==> config.mk <==
export PLATFORM = sky130hd
export DESIGN_NAME = mem_stage_sram_flat
export DESIGN_NICKNAME = d
export VERILOG_FILES = /design/src/rtl/arm_pkg.sv /design/src/rtl/mem_stage_sram_if.sv /design/src/rtl/sram_ctrl.sv /design/src/rtl/mem_stage_sram.sv /design/src/flat_wrapper.sv
export SDC_FILE = /design/constraint.sdc
export NUM_CORES = 1
export LEC_CHECK = 0
export BUFFER_PORTS_ARGS = -buffer_cell sky130_fd_sc_hd__buf_2
export CAP_MARGIN = 0
export CORE_ASPECT_RATIO = 1.2
export CORE_MARGIN = 8
export CORE_UTILIZATION = 35
export CTS_BUF_LIST = sky130_fd_sc_hd__clkbuf_16
export DETAILED_ROUTE_END_ITERATION = 12
export PLACE_DENSITY = 0.77
export REMOVE_ABC_BUFFERS = 1
export SYNTH_ARGS = -nofsm -noshare
export SYNTH_HDL_FRONTEND = slang
export SYNTH_SLANG_ARGS = --single-unit
==> constraint.sdc <==
create_clock -name clk -period 2.33 [get_ports clk]
set_clock_uncertainty 0.1 [all_clocks]
set_input_delay 0 -clock clk [delete_from_list [all_inputs] [get_ports clk]]
set_output_delay 0 -clock clk [all_outputs]
set_load 0.05 [all_outputs]
==> src/rtl/arm_pkg.sv <==
// Purpose: shared types and constants for the memory stage and its SRAM controller.
// Latency: none (declarations only).
// Backpressure: none (declarations only).
package arm_pkg;

  // Access sequencer states: two halfword phases, then a one-cycle release.
  typedef enum logic [1:0] {
    IDLE = 2'd0,
    LO   = 2'd1,
    HI   = 2'd2,
    DONE = 2'd3
  } mem_state_t;

  localparam int          SRAM_ADDR_W       = 18;
  localparam int          SRAM_WAIT_W       = 4;   // wait states 0..15
  localparam logic [31:0] DEFAULT_BASE_ADDR = 32'd1024;

endpackage

==> src/rtl/mem_stage_sram_if.sv <==
// Purpose: external 16-bit SRAM bus between the memory stage and the SRAM device.
// Latency: none (wires only); read data is sampled by the master in the same cycle.
// Backpressure: none on the bus; the master stalls the pipeline while it sequences an access.
// Signals: SRAM_ADDR (halfword address), SRAM_WDATA, SRAM_WE_N (active low), SRAM_RDATA.
// Modports: master = memory stage, slave = SRAM device.
interface mem_stage_sram_if;

  logic [arm_pkg::SRAM_ADDR_W-1:0] SRAM_ADDR;
  logic [15:0]                     SRAM_WDATA;
  logic [15:0]                     SRAM_RDATA;
  logic                            SRAM_WE_N;

  modport master (
    output SRAM_ADDR,
    output SRAM_WDATA,
    output SRAM_WE_N,
    input  SRAM_RDATA
  );

  modport slave (
    input  SRAM_ADDR,
    input  SRAM_WDATA,
    input  SRAM_WE_N,
    output SRAM_RDATA
  );

endinterface

==> src/rtl/sram_ctrl.sv <==
// Purpose: sequences one 32-bit load/store as a low then a high halfword SRAM access.
// Latency: ready low for 1 + 2*(SRAM_WAIT+1) cycles per access; read word valid from DONE on.
// Backpressure: ready=0 freezes the pipeline; request inputs must stay stable until DONE.
// Ports: clk, rst (async, active high); req/wr/waddr/wdata from the memory stage;
//        ready and mem_result back to it; sram = master side of the SRAM bus.
module sram_ctrl
  import arm_pkg::*;
#(
  parameter int SRAM_WAIT = 1
) (
  input  logic                  clk,
  input  logic                  rst,
  input  logic                  req,
  input  logic                  wr,
  input  logic [16:0]           waddr,
  input  logic [31:0]           wdata,
  output logic                  ready,
  output logic [31:0]           mem_result,
  mem_stage_sram_if.master      sram
);

  localparam logic [SRAM_WAIT_W-1:0] WAIT_LAST = SRAM_WAIT_W'(SRAM_WAIT);

  mem_state_t              state;
  mem_state_t              state_nxt;
  logic [SRAM_WAIT_W-1:0]  cnt;
  logic                    phase_end;

  logic [SRAM_ADDR_W-1:0]  addr_d;
  logic [15:0]             wdata_d;
  logic                    we_n_d;

  // The last wait cycle of a halfword phase; the phase's edge happens at its end.
  assign phase_end = (cnt == WAIT_LAST);

  // State register
  always_ff @(posedge clk or posedge rst) begin
    if (rst) begin
      state <= IDLE;
    end else begin
      state <= state_nxt;
    end
  end

  // Next-state logic
  always_comb begin
    state_nxt = state;
    case (state)
      IDLE: if (req)       state_nxt = LO;
      LO:   if (phase_end) state_nxt = HI;
      HI:   if (phase_end) state_nxt = DONE;
      DONE:                state_nxt = IDLE;
    endcase
  end

  // Wait counter and read-data capture
  always_ff @(posedge clk or posedge rst) begin
    if (rst) begin
      cnt        <= '0;
      mem_result <= '0;
    end else begin
      case (state)
        LO, HI: begin
          if (phase_end) begin
            cnt <= '0;
            if (!wr) begin
              if (state == LO) mem_result[15:0]  <= sram.SRAM_RDATA;
              else             mem_result[31:16] <= sram.SRAM_RDATA;
            end
          end else begin
            cnt <= cnt + 1'b1;
          end
        end
        default: cnt <= '0;
      endcase
    end
  end

  // Outputs: bus is parked at zero with writes disabled outside the two phases.
  always_comb begin
    ready   = 1'b0;
    addr_d  = '0;
    wdata_d = '0;
    we_n_d  = 1'b1;
    case (state)
      IDLE: ready = ~req;
      LO: begin
        addr_d = {waddr, 1'b0};
        if (wr) begin
          wdata_d = wdata[15:0];
          we_n_d  = 1'b0;
        end
      end
      HI: begin
        addr_d = {waddr, 1'b1};
        if (wr) begin
          wdata_d = wdata[31:16];
          we_n_d  = 1'b0;
        end
      end
      DONE: ready = 1'b1;
    endcase
  end

  assign sram.SRAM_ADDR  = addr_d;
  assign sram.SRAM_WDATA = wdata_d;
  assign sram.SRAM_WE_N  = we_n_d;

endmodule

==> src/rtl/mem_stage_sram.sv <==
// Purpose: pipeline memory stage; passes non-memory results through, maps loads/stores to SRAM.
// Latency: pass-through outputs combinational; memory access stalls 1 + 2*(SRAM_WAIT+1) cycles.
// Backpressure: ready=0 while an access is pending (pipeline freeze = ~ready).
// Ports: clk, rst; *_in from the EXE stage register; WB_en/MEM_R_EN/ALU_result/Dest pass-through;
//        MEM_result (registered read word), ready; sram = master side of the SRAM bus.
module mem_stage_sram
  import arm_pkg::*;
#(
  parameter int          SRAM_WAIT = 1,
  parameter logic [31:0] BASE_ADDR = DEFAULT_BASE_ADDR
) (
  input  logic             clk,
  input  logic             rst,
  input  logic             WB_en_in,
  input  logic             MEM_R_EN_in,
  input  logic             MEM_W_EN_in,
  input  logic [31:0]      ALU_result_in,
  input  logic [31:0]      ST_val_in,
  input  logic [3:0]       Dest_in,
  output logic             WB_en,
  output logic             MEM_R_EN,
  output logic [31:0]      ALU_result,
  output logic [3:0]       Dest,
  output logic [31:0]      MEM_result,
  output logic             ready,
  mem_stage_sram_if.master sram
);

  logic        req;
  logic [16:0] waddr;

  assign WB_en      = WB_en_in;
  assign MEM_R_EN   = MEM_R_EN_in;
  assign ALU_result = ALU_result_in;
  assign Dest       = Dest_in;

  // A simultaneous read and write request is served as a write.
  assign req = MEM_R_EN_in | MEM_W_EN_in;

  // Byte address to SRAM word index; addresses below BASE_ADDR wrap silently.
  assign waddr = 17'((ALU_result_in - BASE_ADDR) >> 2);

  sram_ctrl #(
    .SRAM_WAIT (SRAM_WAIT)
  ) u_sram_ctrl (
    .clk        (clk),
    .rst        (rst),
    .req        (req),
    .wr         (MEM_W_EN_in),
    .waddr      (waddr),
    .wdata      (ST_val_in),
    .ready      (ready),
    .mem_result (MEM_result),
    .sram       (sram)
  );

endmodule

==> src/flat_wrapper.sv <==
// flat-port wrapper written by rule: the top's interface ports become plain ports
module mem_stage_sram_flat import arm_pkg::*;
#(
  parameter int          SRAM_WAIT = 1,
  parameter logic [31:0] BASE_ADDR = DEFAULT_BASE_ADDR
)
  (clk, rst, WB_en_in, MEM_R_EN_in, MEM_W_EN_in, ALU_result_in, ST_val_in, Dest_in, WB_en, MEM_R_EN, ALU_result, Dest, MEM_result, ready, sram_SRAM_ADDR, sram_SRAM_WDATA, sram_SRAM_WE_N, sram_SRAM_RDATA);
  mem_stage_sram_if sram_i ();
  input  logic clk;
  input  logic rst;
  input  logic WB_en_in;
  input  logic MEM_R_EN_in;
  input  logic MEM_W_EN_in;
  input  logic [31:0] ALU_result_in;
  input  logic [31:0] ST_val_in;
  input  logic [3:0] Dest_in;
  output logic WB_en;
  output logic MEM_R_EN;
  output logic [31:0] ALU_result;
  output logic [3:0] Dest;
  output logic [31:0] MEM_result;
  output logic ready;
  output wire logic [$bits(sram_i.SRAM_ADDR)-1:0] sram_SRAM_ADDR;
  output wire logic [$bits(sram_i.SRAM_WDATA)-1:0] sram_SRAM_WDATA;
  output wire logic [$bits(sram_i.SRAM_WE_N)-1:0] sram_SRAM_WE_N;
  input wire logic [$bits(sram_i.SRAM_RDATA)-1:0] sram_SRAM_RDATA;
  assign sram_SRAM_ADDR = sram_i.SRAM_ADDR;
  assign sram_SRAM_WDATA = sram_i.SRAM_WDATA;
  assign sram_SRAM_WE_N = sram_i.SRAM_WE_N;
  assign sram_i.SRAM_RDATA = sram_SRAM_RDATA;
  mem_stage_sram #(.SRAM_WAIT(SRAM_WAIT), .BASE_ADDR(BASE_ADDR)) u_core (.clk(clk), .rst(rst), .WB_en_in(WB_en_in), .MEM_R_EN_in(MEM_R_EN_in), .MEM_W_EN_in(MEM_W_EN_in), .ALU_result_in(ALU_result_in), .ST_val_in(ST_val_in), .Dest_in(Dest_in), .WB_en(WB_en), .MEM_R_EN(MEM_R_EN), .ALU_result(ALU_result), .Dest(Dest), .MEM_result(MEM_result), .ready(ready), .sram(sram_i));
endmodule
==> results.md, run 1 <==
* Worst min-delay path endpoint: u_core.u_sram_ctrl.state[0]$_DFFE_PP0P_
* Top Metal Used: met4
* Clock root cell: clkbuf_16
* CP endpoint kind: flip-flop
* Synth unique cells at 30
* Reg-to-reg critical path startpoint: u_core.u_sram_ctrl.cnt[1]$_DFF_PP0_
* Worst VDD drop at 1359 uV
* Comb power frac at 68.2%
* Hold path cells at 4
* Syn-to-layout area delta at 46.15%
* CP cell instances: inv_1 > ha_1 > or3b_4 > or4b_4 > mux2_4
* CTS Buf Count at 5
* Worst EP required at 2.38 ns
* Antenna violations before repair at 0
* Max Clock Freq at 450.1 MHz
* Lkg Pwr at 0.001826 uW
* Mapped cell area at 0.002342 mm^2
* Pwr Total at 5553 uW
* Via Count at 2,181
* Post-CTS Setup Repair Bufs at 0
* Fin. max-slew vios at 0
* HP Class: input pin to flip-flop
* Pre-antenna DRT Iters at 4
* DRT met1 WL at between 2 and 3 mm
* Most frequent cells in the layout: buf_2 (154), dfrtp_1 (38), dlygate4sd3_1 (37)
* Reg2Reg Setup Slack at roughly 0.11 ns
* Reg power frac at 20.6%
* H-tree level count at 2
* Cell count after synthesis at 218
* 1st-iter DRT viols at 47
* Die W at 90.68 um
* Die Height at 105.6 um
* CTS clk-pin slew, worst paths at 0.05 ns
* Initial Util at a little over a third
* Largest net degree at the start of global routing at 39
* Clock sink total at 38
* R2R Path End: u_core.u_sram_ctrl.mem_result[20]$_DFFE_PP0P_
* Most common cell after layout, fill and taps aside: buf_2
* Worst EP arrival at 2.27 ns
* Outcome: finished clean
* Fraction of layout cells with a size suffix above 1 at ~55%
* Total routed wirelength at 7.924 mm
* Int Pwr at 2387 uW
* Final WS setup at 0.1085 ns
* Switching share of total power at 57.02%
* Layout Nets at 471
* Crit path max-delay family: simple AND/OR/NAND/NOR gates
* Seq/Total Area, Yosys at 40.60%
* Hold Fails Final Rpt at 0
* Final core utilization at 53.11%
* # setup viols final at 0
* # port buffers at approximately 150
* Worst Path Max Fanout at 16
* Psw at 3166 uW
* Hold wc startpoint: MEM_R_EN_in
* # fillers at 568
* Crit start category: flip-flop
* Avg Inst Size Synth at 10.74 um^2
* YS warnings at 0
* Slew of the pin with the lowest slew margin at 0.5474 ns
* DR WL/cell at 17.23 um
* Pre-CTS setup slack at 0.1128 ns
* Die ar. at 0.009576 mm^2
* Clock Path Buffers at 2
* Met3 wire len at approximately 1 mm
* Relative slew slack at 63.38%
* DP Wirelength at 5.611 mm
* GRT Total Usage at between 15 and 20%
* Total grt overflow at 0
* Tmin final at 2.222 ns
* CP max stage cell: or4b_4
* Antenna diodes at 0
* Critical Path Max Stage Delay at 0.66 ns
* First-pass GRT wire length at 12.54 mm
* Vias per Instance at about 4.7
* Post-route insts no fill at 460
* GPL Wtd Cong at 0.8649
* Boundary Pins at 195
* #FFs+latches synth at 38
* RSZ-0062 raised after global routing: no
* MaxCap Viol Count at 0
* Number of global-route vias before repair at 2,375
* Period Utilization, post-route at 95.34%
* Placed cell count at 415
* R2R depth at 5
* Number of nets with antenna violations after routing at 0
* Setup CP Type: flip-flop to flip-flop
* CTS tree: done
* P per Cell Area at roughly 1600 mW/mm^2
* Met2 routed WL at 3.866 mm
* Core Rows at 32
* Core ar. at 0.006446 mm^2
* CP bufs+invs at 1
* Clk Latency, worst-skew pair at 0.27 ns
* Drt drc at 0
* Clock group share of total power at 11.1%
## final cells by class
type	instances	area, um^2	share of cell area [%]
Tap cell	85	106.4	3.107
Sequential cell	38	950.9	27.78
Inverter	7	26.28	0.7675
Timing Repair Buffer	196	1179	34.43
Clock buffer	5	125.1	3.655
Clock inverter	3	12.51	0.3655
Multi-Input combinational cell	126	1023	29.90
## sequential cells by signal, indices dropped and copies added (netlist names)
signal,count
u_core.u_sram_ctrl.cnt,4
u_core.u_sram_ctrl.mem_result,32
u_core.u_sram_ctrl.state,2
## cell usage after synthesis (all sizes together)
cell type / count / area share (%)
a22oi: 16 / 5.1
a21oi: 7 / 1.5
or3b: 1 / 0.48
or2: 2 / 0.53
clkbuf: 5 / 0.80
mux2: 33 / 17
a21o: 1 / 0.37
a2111oi: 1 / 0.37
or4b: 2 / 1.0
inv: 7 / 1.1
nor2: 24 / 3.8
buf: 42 / 14
and2: 10 / 2.7
nor3b: 1 / 0.32
o21ai: 2 / 0.43
or3: 2 / 0.53
ha: 8 / 4.3
xnor2: 3 / 1.1
dfrtp: 38 / 41
nand3: 1 / 0.21
nor3: 1 / 0.43
o31ai: 4 / 1.3
or4: 3 / 0.96
nand2: 4 / 0.64
## what timing repair did
action | 4_1_cts | 5_1_grt
gates resized for setup | 0 | 1
hold buffers | 37 | 0
endpoints found under the hold margin | 90 | 0
endpoints found under the setup margin | 0 | 1
## power by group through the flow
stage,Clock [uW],Sequential [uW],Combinational (uW)
floorplan,0,2090,1780
finish,618,1150,3790
global placement,0,1130,3630
CTS,639,1140,3810
global route,660,1180,3990
detailed placement,0,1140,3690
## worst register-to-register path, delay by kind of cell, from the launching register on
kind                       cells  cell delay, ns
muxes                          1            0.36
and+or+nand+nor                2            1.06
DFF                            1            0.40
adders and majority gates      1            0.12
buffers and inverters          1            0.06
## through the flow
stage	TNS (ns)	area [um^2]	hold WS (ns)
2_1_floorplan	-1.636	1998	-0.1000
3_3_place_gp	0	2913	-0.09957
3_5_place_dp	0	2913	-0.09957
4_1_cts	0	3421	0.1757
5_1_grt	0	3423	0.1976
6_report	0	3423	0.1711
## how the worst max path moves through the flow
stage                                                  from                                       endpoint  slack [ns]  cells past startpoint
floorplan           u_core.u_sram_ctrl.state[0]$_DFFE_PP0P_                             sram_SRAM_ADDR[12]       -0.20                      5
global placement        u_core.u_sram_ctrl.cnt[1]$_DFF_PP0_  u_core.u_sram_ctrl.mem_result[22]$_DFFE_PP0P_        0.16                      5
detailed placement      u_core.u_sram_ctrl.cnt[1]$_DFF_PP0_  u_core.u_sram_ctrl.mem_result[21]$_DFFE_PP0P_        0.11                      5
CTS                 u_core.u_sram_ctrl.state[1]$_DFFE_PP0P_                             sram_SRAM_WDATA[3]        0.06                      6
global route            u_core.u_sram_ctrl.cnt[1]$_DFF_PP0_  u_core.u_sram_ctrl.mem_result[20]$_DFFE_PP0P_        0.04                      5
finish                  u_core.u_sram_ctrl.cnt[1]$_DFF_PP0_  u_core.u_sram_ctrl.mem_result[20]$_DFFE_PP0P_        0.11                      5
## kinds of logic after synthesis
kind of cell	count (synthesis)	synth area share (%)
fa+ha+maj	8	4.274
buf+inv	54	15.81
simple gates	51	11.64
mux	33	17.47
compound gates	31	9.081
flops	38	40.60
xor+xnor	3	1.122
## layer usage
| metal | GRT usage (%) | vias to the layer above |
|---|---|---|
| li1 | - | 1025 |
| met3 | 7.878 | 6 |
| met1 | 16.32 | 1029 |
| met4 | 2.384 | 0 |
| met2 | 28.19 | 121 |
| met5 | 0 | - |
Note: power is estimated with default switching activity, not from simulation.
==> run 2: changes to the inputs <==
--- a/config.mk
+++ b/config.mk
@@ -13,7 +13,7 @@
 export CTS_BUF_LIST = sky130_fd_sc_hd__clkbuf_16
 export DETAILED_ROUTE_END_ITERATION = 12
 export PLACE_DENSITY = 0.77
-export REMOVE_ABC_BUFFERS = 1
+export SLEW_MARGIN = 20
 export SYNTH_ARGS = -nofsm -noshare
 export SYNTH_HDL_FRONTEND = slang
 export SYNTH_SLANG_ARGS = --single-unit
==> results.md, run 2 (synthesis gave the netlist of run 1 again) <==
* Setup CP Type: flip-flop to flip-flop
* Antenna violations before repair at 0 (unchanged)
* DR WL/cell at 18.40 um (+6.8%)
* MaxCap Viol Count at 0 (unchanged)
* Hold path cells at 4 (unchanged)
* H-tree level count at 2 (unchanged)
* Layout Nets at 472 (+0.21%)
* CP endpoint kind: flip-flop
* Pre-antenna DRT Iters at 4 (unchanged)
* Clk Latency, worst-skew pair at 0.28 ns (about the same)
* Core Rows at 32 (unchanged)
* Clock Path Buffers at 2 (unchanged)
* Die Height at 105.6 um (unchanged)
* # fillers at 542 (-4.6%)
* Final hold slack at 0.1643 ns (-0.006784 ns)
* CP bufs+invs at 1 (unchanged)
* Relative slew slack at 63.86% (+0.48 points)
* Biggest regs: u_core.u_sram_ctrl.mem_result x32, u_core.u_sram_ctrl.cnt x4, u_core.u_sram_ctrl.state x2
* Total grt overflow at 0 (unchanged)
* Die ar. at 0.009576 mm^2 (unchanged)
* GRT Total Usage at 17.11% (+1.4 points)
* Worst EP arrival at 2.27 ns (about the same)
* Core ar. at 0.006446 mm^2 (unchanged)
* First-pass GRT wire length at 13.19 mm (+5.2%)
* Largest register by flop count: u_core.u_sram_ctrl.mem_result
* Worst Path Max Fanout at 16 (unchanged)
* Vias per Instance at 4.718 (-0.49%)
* Max FFs per register at 32 (unchanged)
* Post-CTS Setup Repair Bufs at 0 (unchanged)
* Critical Path Max Stage Delay at 0.66 ns (about the same)
* Outcome: finished clean
* Pre-CTS setup slack at 0.1198 ns (+0.006944 ns)
* R2R depth at 5 (unchanged)
* Reg-to-reg critical path startpoint: u_core.u_sram_ctrl.cnt[1]$_DFF_PP0_
* Worst VDD drop at 1307 uV (-3.8%)
* Setup crit start: u_core.u_sram_ctrl.cnt[1]$_DFF_PP0_
* HP Class: input pin to flip-flop
* Number of global-route vias before repair at 2,407 (+1.3%)
* GPL Wtd Cong at 0.8471 (-2.1%)
* Most frequent cells in the layout: buf_2 (149), dfrtp_1 (38), dlygate4sd3_1 (37)
* Drt drc at 0 (unchanged)
* Worst EP required at 2.39 ns (about the same)
* Lkg Pwr at 0.001827 uW (about the same)
* Worst min-delay path endpoint: u_core.u_sram_ctrl.state[0]$_DFFE_PP0P_
* CP cell instances: inv_1 > ha_1 > or3b_4 > or4b_4 > mux2_4
* R2R Path End: u_core.u_sram_ctrl.mem_result[19]$_DFFE_PP0P_
* Tmin final at 2.207 ns (-0.01474 ns)
* Final core utilization at 53.57% (+0.47 points)
* Post-synth net total at 315
* 1st-iter DRT viols at 44 (-6.4%)
* RSZ-0062 raised after global routing: no
* Final WS setup at 0.1232 ns (+0.01474 ns)
* Antenna diodes at 0 (unchanged)
* Clock root cell: clkbuf_16
* # setup viols final at 0 (unchanged)
* Largest net degree at the start of global routing at 39 (unchanged)
* Syn-to-layout area delta at 47.44%
* Initial Util at 36.34% (unchanged)
* Crit path max-delay family: simple AND/OR/NAND/NOR gates
* Clock sink total at 38 (unchanged)
* Via Count at 2,175 (-0.28%)
* Total routed wirelength at 8.483 mm (+7.1%)
* # port buffers at 154 (unchanged)
* Slew of the pin with the lowest slew margin at 0.5403 ns (-0.007161 ns)
* P per Cell Area at 1634 mW/mm^2 (+0.71%)
* Reg2Reg Setup Slack at 0.12 ns (about the same)
* Crit start category: flip-flop
* Period Utilization, post-route at 94.71% (-0.63 points)
* CTS tree: done
* CP max stage cell: or4b_4
* CTS Buf Count at 5 (unchanged)
* Fin. max-slew vios at 0 (unchanged)
* Boundary Pins at 195 (unchanged)
* Number of nets with antenna violations after routing at 0 (unchanged)
* DP Wirelength at 6.248 mm (+11%)
* Die W at 90.68 um (unchanged)
* CTS clk-pin slew, worst paths at 0.05 ns (about the same)
* Hold wc startpoint: MEM_R_EN_in
* Fraction of layout cells with a size suffix above 1 at 55.85% (+1.2 points)
* Max Clock Freq at 453.1 MHz (+0.67%)
* Most common cell after layout, fill and taps aside: buf_2
* Hold Fails Final Rpt at 0 (unchanged)
-- run 2: cell count changes in the layout (fill, tap and decap cells not counted), sizes merged --
cell,previous run,this run
clkbuf,5,10
buf,159,155
-- run 2: cell type report --
| class | count | area, um^2 | share of cell area (%) |
|---|---|---|---|
| Sequential cell | 38 | 950.9 | 27.54 |
| Clock inverter | 3 | 12.51 | 0.3623 |
| Tap cell | 85 | 106.4 | 3.080 |
| Inverter | 7 | 26.28 | 0.7609 |
| Clock buffer | 5 | 125.1 | 3.623 |
| Timing Repair Buffer | 197 | 1199 | 34.71 |
| Multi-Input combinational cell | 126 | 1033 | 29.93 |
-- run 2: worst max path at each step --
stage                                                          to  slack, ns  depth (start not counted)
floorplan                                      sram_SRAM_ADDR[12]      -0.14                          6
global placement    u_core.u_sram_ctrl.mem_result[25]$_DFFE_PP0P_       0.15                          5
detailed placement  u_core.u_sram_ctrl.mem_result[19]$_DFFE_PP0P_       0.12                          5
CTS                                            sram_SRAM_ADDR[17]       0.11                          7
global route                                   sram_SRAM_ADDR[17]     0.0001                          7
finish              u_core.u_sram_ctrl.mem_result[19]$_DFFE_PP0P_       0.12                          5
-- run 2: where the power goes --
| group | internal (uW) | switching (uW) |
|---|---|---|
| registers | 971 | 175 |
| logic | 1060 | 2800 |
| clock network | 386 | 244 |
-- run 2: metrics by stage --
stage                     power (uW)  area [um^2]  TNS (ns)  std cells
after floorplan                 4117         2355    -1.522        218
after global placement          4850         2933         0        416
after detailed placement        4904         2933         0        416
after CTS                       5670         3441         0        461
after global routing            5942         3453         0        461
final                           5641         3453         0        461
-- run 2: worst reg2reg max path, delay by kind of cell (launching register included) --
kind          cells  cell delay, ns
simple gates      2            1.06
flops             1            0.39
mux               1            0.36
fa+ha+maj         1            0.12
buf+inv           1            0.06
-- run 2: metal layers --
layer  vias up  part of all wire (%)  GRT usage [%]
met5         -                     0              0
met4         0                   1.1          4.410
met3         8                    17          11.78
met2       148                    49          30.33
met1       992                    33          15.46
li1       1027                     -              -
-- run 2: what timing repair did --
action	in CTS	in global routing
hold buffers	37	0
resized for setup	0	5
endpoints found under the hold margin	90	0
setup endpoints to repair	0	5
==> run 3: changes to the inputs <==
--- a/config.mk
+++ b/config.mk
@@ -13,6 +13,7 @@
 export CTS_BUF_LIST = sky130_fd_sc_hd__clkbuf_16
 export DETAILED_ROUTE_END_ITERATION = 12
 export PLACE_DENSITY = 0.77
+export SETUP_SLACK_MARGIN = 0.3
 export SLEW_MARGIN = 20
 export SYNTH_ARGS = -nofsm -noshare
 export SYNTH_HDL_FRONTEND = slang
==> constraint.sdc (replaced) <==
create_clock -name clk -period 1.8 [get_ports clk]
set_clock_uncertainty 0.1 [all_clocks]
set_input_delay 0 -clock clk [delete_from_list [all_inputs] [get_ports clk]]
set_output_delay 0 -clock clk [all_outputs]
set_load 0.05 [all_outputs]
==> results.md, run 3 (synthesis gave the netlist of run 1 again) <==
* CP max stage cell: or4b_4
* Final WS setup at -0.3058 ns (-0.4290 ns)
* Tmin final at 2.106 ns (-0.1010 ns)
* Die W at 90.68 um (unchanged)
* CP cell instances: inv_1 > ha_1 > or3b_4 > or4b_4 > mux2_4
* Antenna violations before repair at 0 (unchanged)
* Drt drc at 0 (unchanged)
* CTS tree: done
* Worst EP arrival at 2.17 ns (-0.10 ns)
* Layout Nets at 504 (+6.8%)
* Number of nets with antenna violations after routing at 0 (unchanged)
* Core Rows at 32 (unchanged)
* CP endpoint kind: flip-flop
* CP bufs+invs at 1 (unchanged)
* Worst Path Max Fanout at 8 (-8)
* Period Utilization, post-route at 117.0% (+22 points)
* Total routed wirelength at 9.583 mm (+13%)
* First-pass GRT wire length at 15.19 mm (+15%)
* GPL Wtd Cong at 0.7841 (-7.4%)
* Hold Fails Final Rpt at 0 (unchanged)
* Pwr Total at 9993 uW (+77%)
* Die Height at 105.6 um (unchanged)
* Slew of the pin with the lowest slew margin at 0.5511 ns (+0.01087 ns)
* Clock sink total at 38 (unchanged)
* Total grt overflow at 0 (unchanged)
* Crit start category: flip-flop
* Number of global-route vias before repair at 2,776 (+15%)
* Fraction of layout cells with a size suffix above 1 at 74.75% (+19 points)
* Initial Util at 36.34% (unchanged)
* Fin. max-slew vios at 0 (unchanged)
* Biggest regs: u_core.u_sram_ctrl.mem_result x32, u_core.u_sram_ctrl.cnt x4, u_core.u_sram_ctrl.state x2
* Post-route insts no fill at 493 (+6.9%)
* Largest net degree at the start of global routing at 39 (unchanged)
* Most frequent cells in the layout: buf_2 (118), dfrtp_1 (38), dlygate4sd3_1 (37)
* Via Count at 2,408 (+11%)
* Worst EP required at 1.86 ns (-0.53 ns)
* Outcome: finished, violations left
* Critical Path Max Stage Delay at 0.61 ns (-0.05 ns)
* # port buffers at 154 (unchanged)
* Post-synth net total at 315 (unchanged)
* Violated checks: negative setup slack
* Relative slew slack at 63.14% (-0.73 points)
* Die ar. at 0.009576 mm^2 (unchanged)
* Boundary Pins at 195 (unchanged)
* RSZ-0062 raised after global routing: yes
* Antenna diodes at 0 (unchanged)
* Clock Path Buffers at 2 (unchanged)
* GRT Total Usage at 19.45% (+2.3 points)
* Most common cell after layout, fill and taps aside: buf_2
* 1st-iter DRT viols at 51 (+16%)
* CTS Buf Count at 5 (unchanged)
* CTS clk-pin slew, worst paths at 0.06 ns (about the same)
* Vias per Instance at 4.884 (+3.5%)
* Clock root cell: clkbuf_16
* H-tree level count at 2 (unchanged)
* P per Cell Area at 2177 mW/mm^2 (+33%)
* Crit path max-delay family: simple AND/OR/NAND/NOR gates
* Clk Latency, worst-skew pair at 0.28 ns (about the same)
* Largest register by flop count: u_core.u_sram_ctrl.mem_result
* DR WL/cell at 19.44 um (+5.6%)
* Max Clock Freq at 474.9 MHz (+4.8%)
* Setup_tns at -9.937 ns (-9.937 ns)
* Syn-to-layout area delta at 95.99%
* Placed cell count at 434 (+4.3%)
* Core ar. at 0.006446 mm^2 (unchanged)
* Setup CP Type: flip-flop to flip-flop
* Pre-antenna DRT Iters at 4 (unchanged)
* Lkg Pwr at 0.002119 uW (+16%)
* HP Class: input pin to output pin
* MaxCap Viol Count at 0 (unchanged)
* # setup viols final at 61 (+61)
* DP Wirelength at 5.704 mm (-8.7%)
* Max FFs per register at 32 (unchanged)
* Worst VDD drop at 1781 uV (+36%)
run 3: cell count changes in the layout (fill, tap and decap cells not counted), moves of 18 or more:
cell,before,now
nor2_4,0,20
buf_6,0,18
buf_2,149,118
buf_8,0,23
run 3: per-stage QoR:
stage	hold slack, ns	util [%]	setup WS, ns	cell area, um^2
after floorplan	-0.04118	-	-0.4073	2765
after global placement	-0.09966	53.11	-0.3077	3423
after detailed placement	-0.09966	53.11	-0.3339	3423
after CTS	0.2055	70.44	-0.3007	4541
after global routing	0.2106	71.22	-0.3681	4591
final	0.2036	71.22	-0.3058	4591
run 3: area by class of cell:
type | instances | area, um^2
clock inverter | 3 | 16.27
fill | 404 | 1856
inverter | 7 | 28.78
tap | 85 | 106.4
multi-input combinational | 130 | 1549
sequential | 38 | 950.9
timing repair buffer | 225 | 1814
clock buffer | 5 | 125.1
run 3: routing by layer:
metal	GRT usage, %	vias up	share of wire, %	wire length [um]
met5	0	-	0	0
met1	17.92	1163	33	3191
met2	37.71	129	55	5275
met4	5.364	0	1.5	142
li1	-	1103	-	-
met3	8.233	13	10	973
run 3: what timing repair did:
item | CTS | global route
setup endpoints to repair | 70 | 74
endpoints found under the hold margin | 90 | 0
buffers inserted | 8 | 2
pin swaps | 15 | 4
resized for setup | 125 | 9
cloned | 4 | 0
hold buffers | 37 | 0
run 3: final timing paths:
check | from | depth (start not counted) | end | slack [ns]
setup / recovery | u_core.u_sram_ctrl.cnt[1]$_DFF_PP0_ | 5 | u_core.u_sram_ctrl.mem_result[22]$_DFFE_PP0P_ | -0.31
hold / removal | ALU_result_in[3] | 2 | ALU_result[3] | 0.20
setup reg to reg | u_core.u_sram_ctrl.cnt[1]$_DFF_PP0_ | 5 | u_core.u_sram_ctrl.mem_result[22]$_DFFE_PP0P_ | -0.31
hold reg to reg | u_core.u_sram_ctrl.mem_result[28]$_DFFE_PP0P_ | 1 | u_core.u_sram_ctrl.mem_result[28]$_DFFE_PP0P_ | 0.40
max in group asynchronous | rst | 4 | u_core.u_sram_ctrl.mem_result[8]$_DFFE_PP0P_ | 0.96
min in group asynchronous | rst | 4 | u_core.u_sram_ctrl.mem_result[27]$_DFFE_PP0P_ | 0.33
run 3: power breakdown:
group          internal, uW  switching, uW  leakage (uW)
Combinational          3020           4670       0.00158
Clock                   505            322     0.0000672
Sequential             1260            222      0.000468
Total                  4780           5210       0.00212
run 3: worst reg2reg max path, stage by stage, from the launching register on:
cell and delay [ns]:
dfrtp_1 0.38, inv_1 0.06, ha_1 0.12, or3b_4 0.38, or4b_4 0.61, mux2_4 0.34
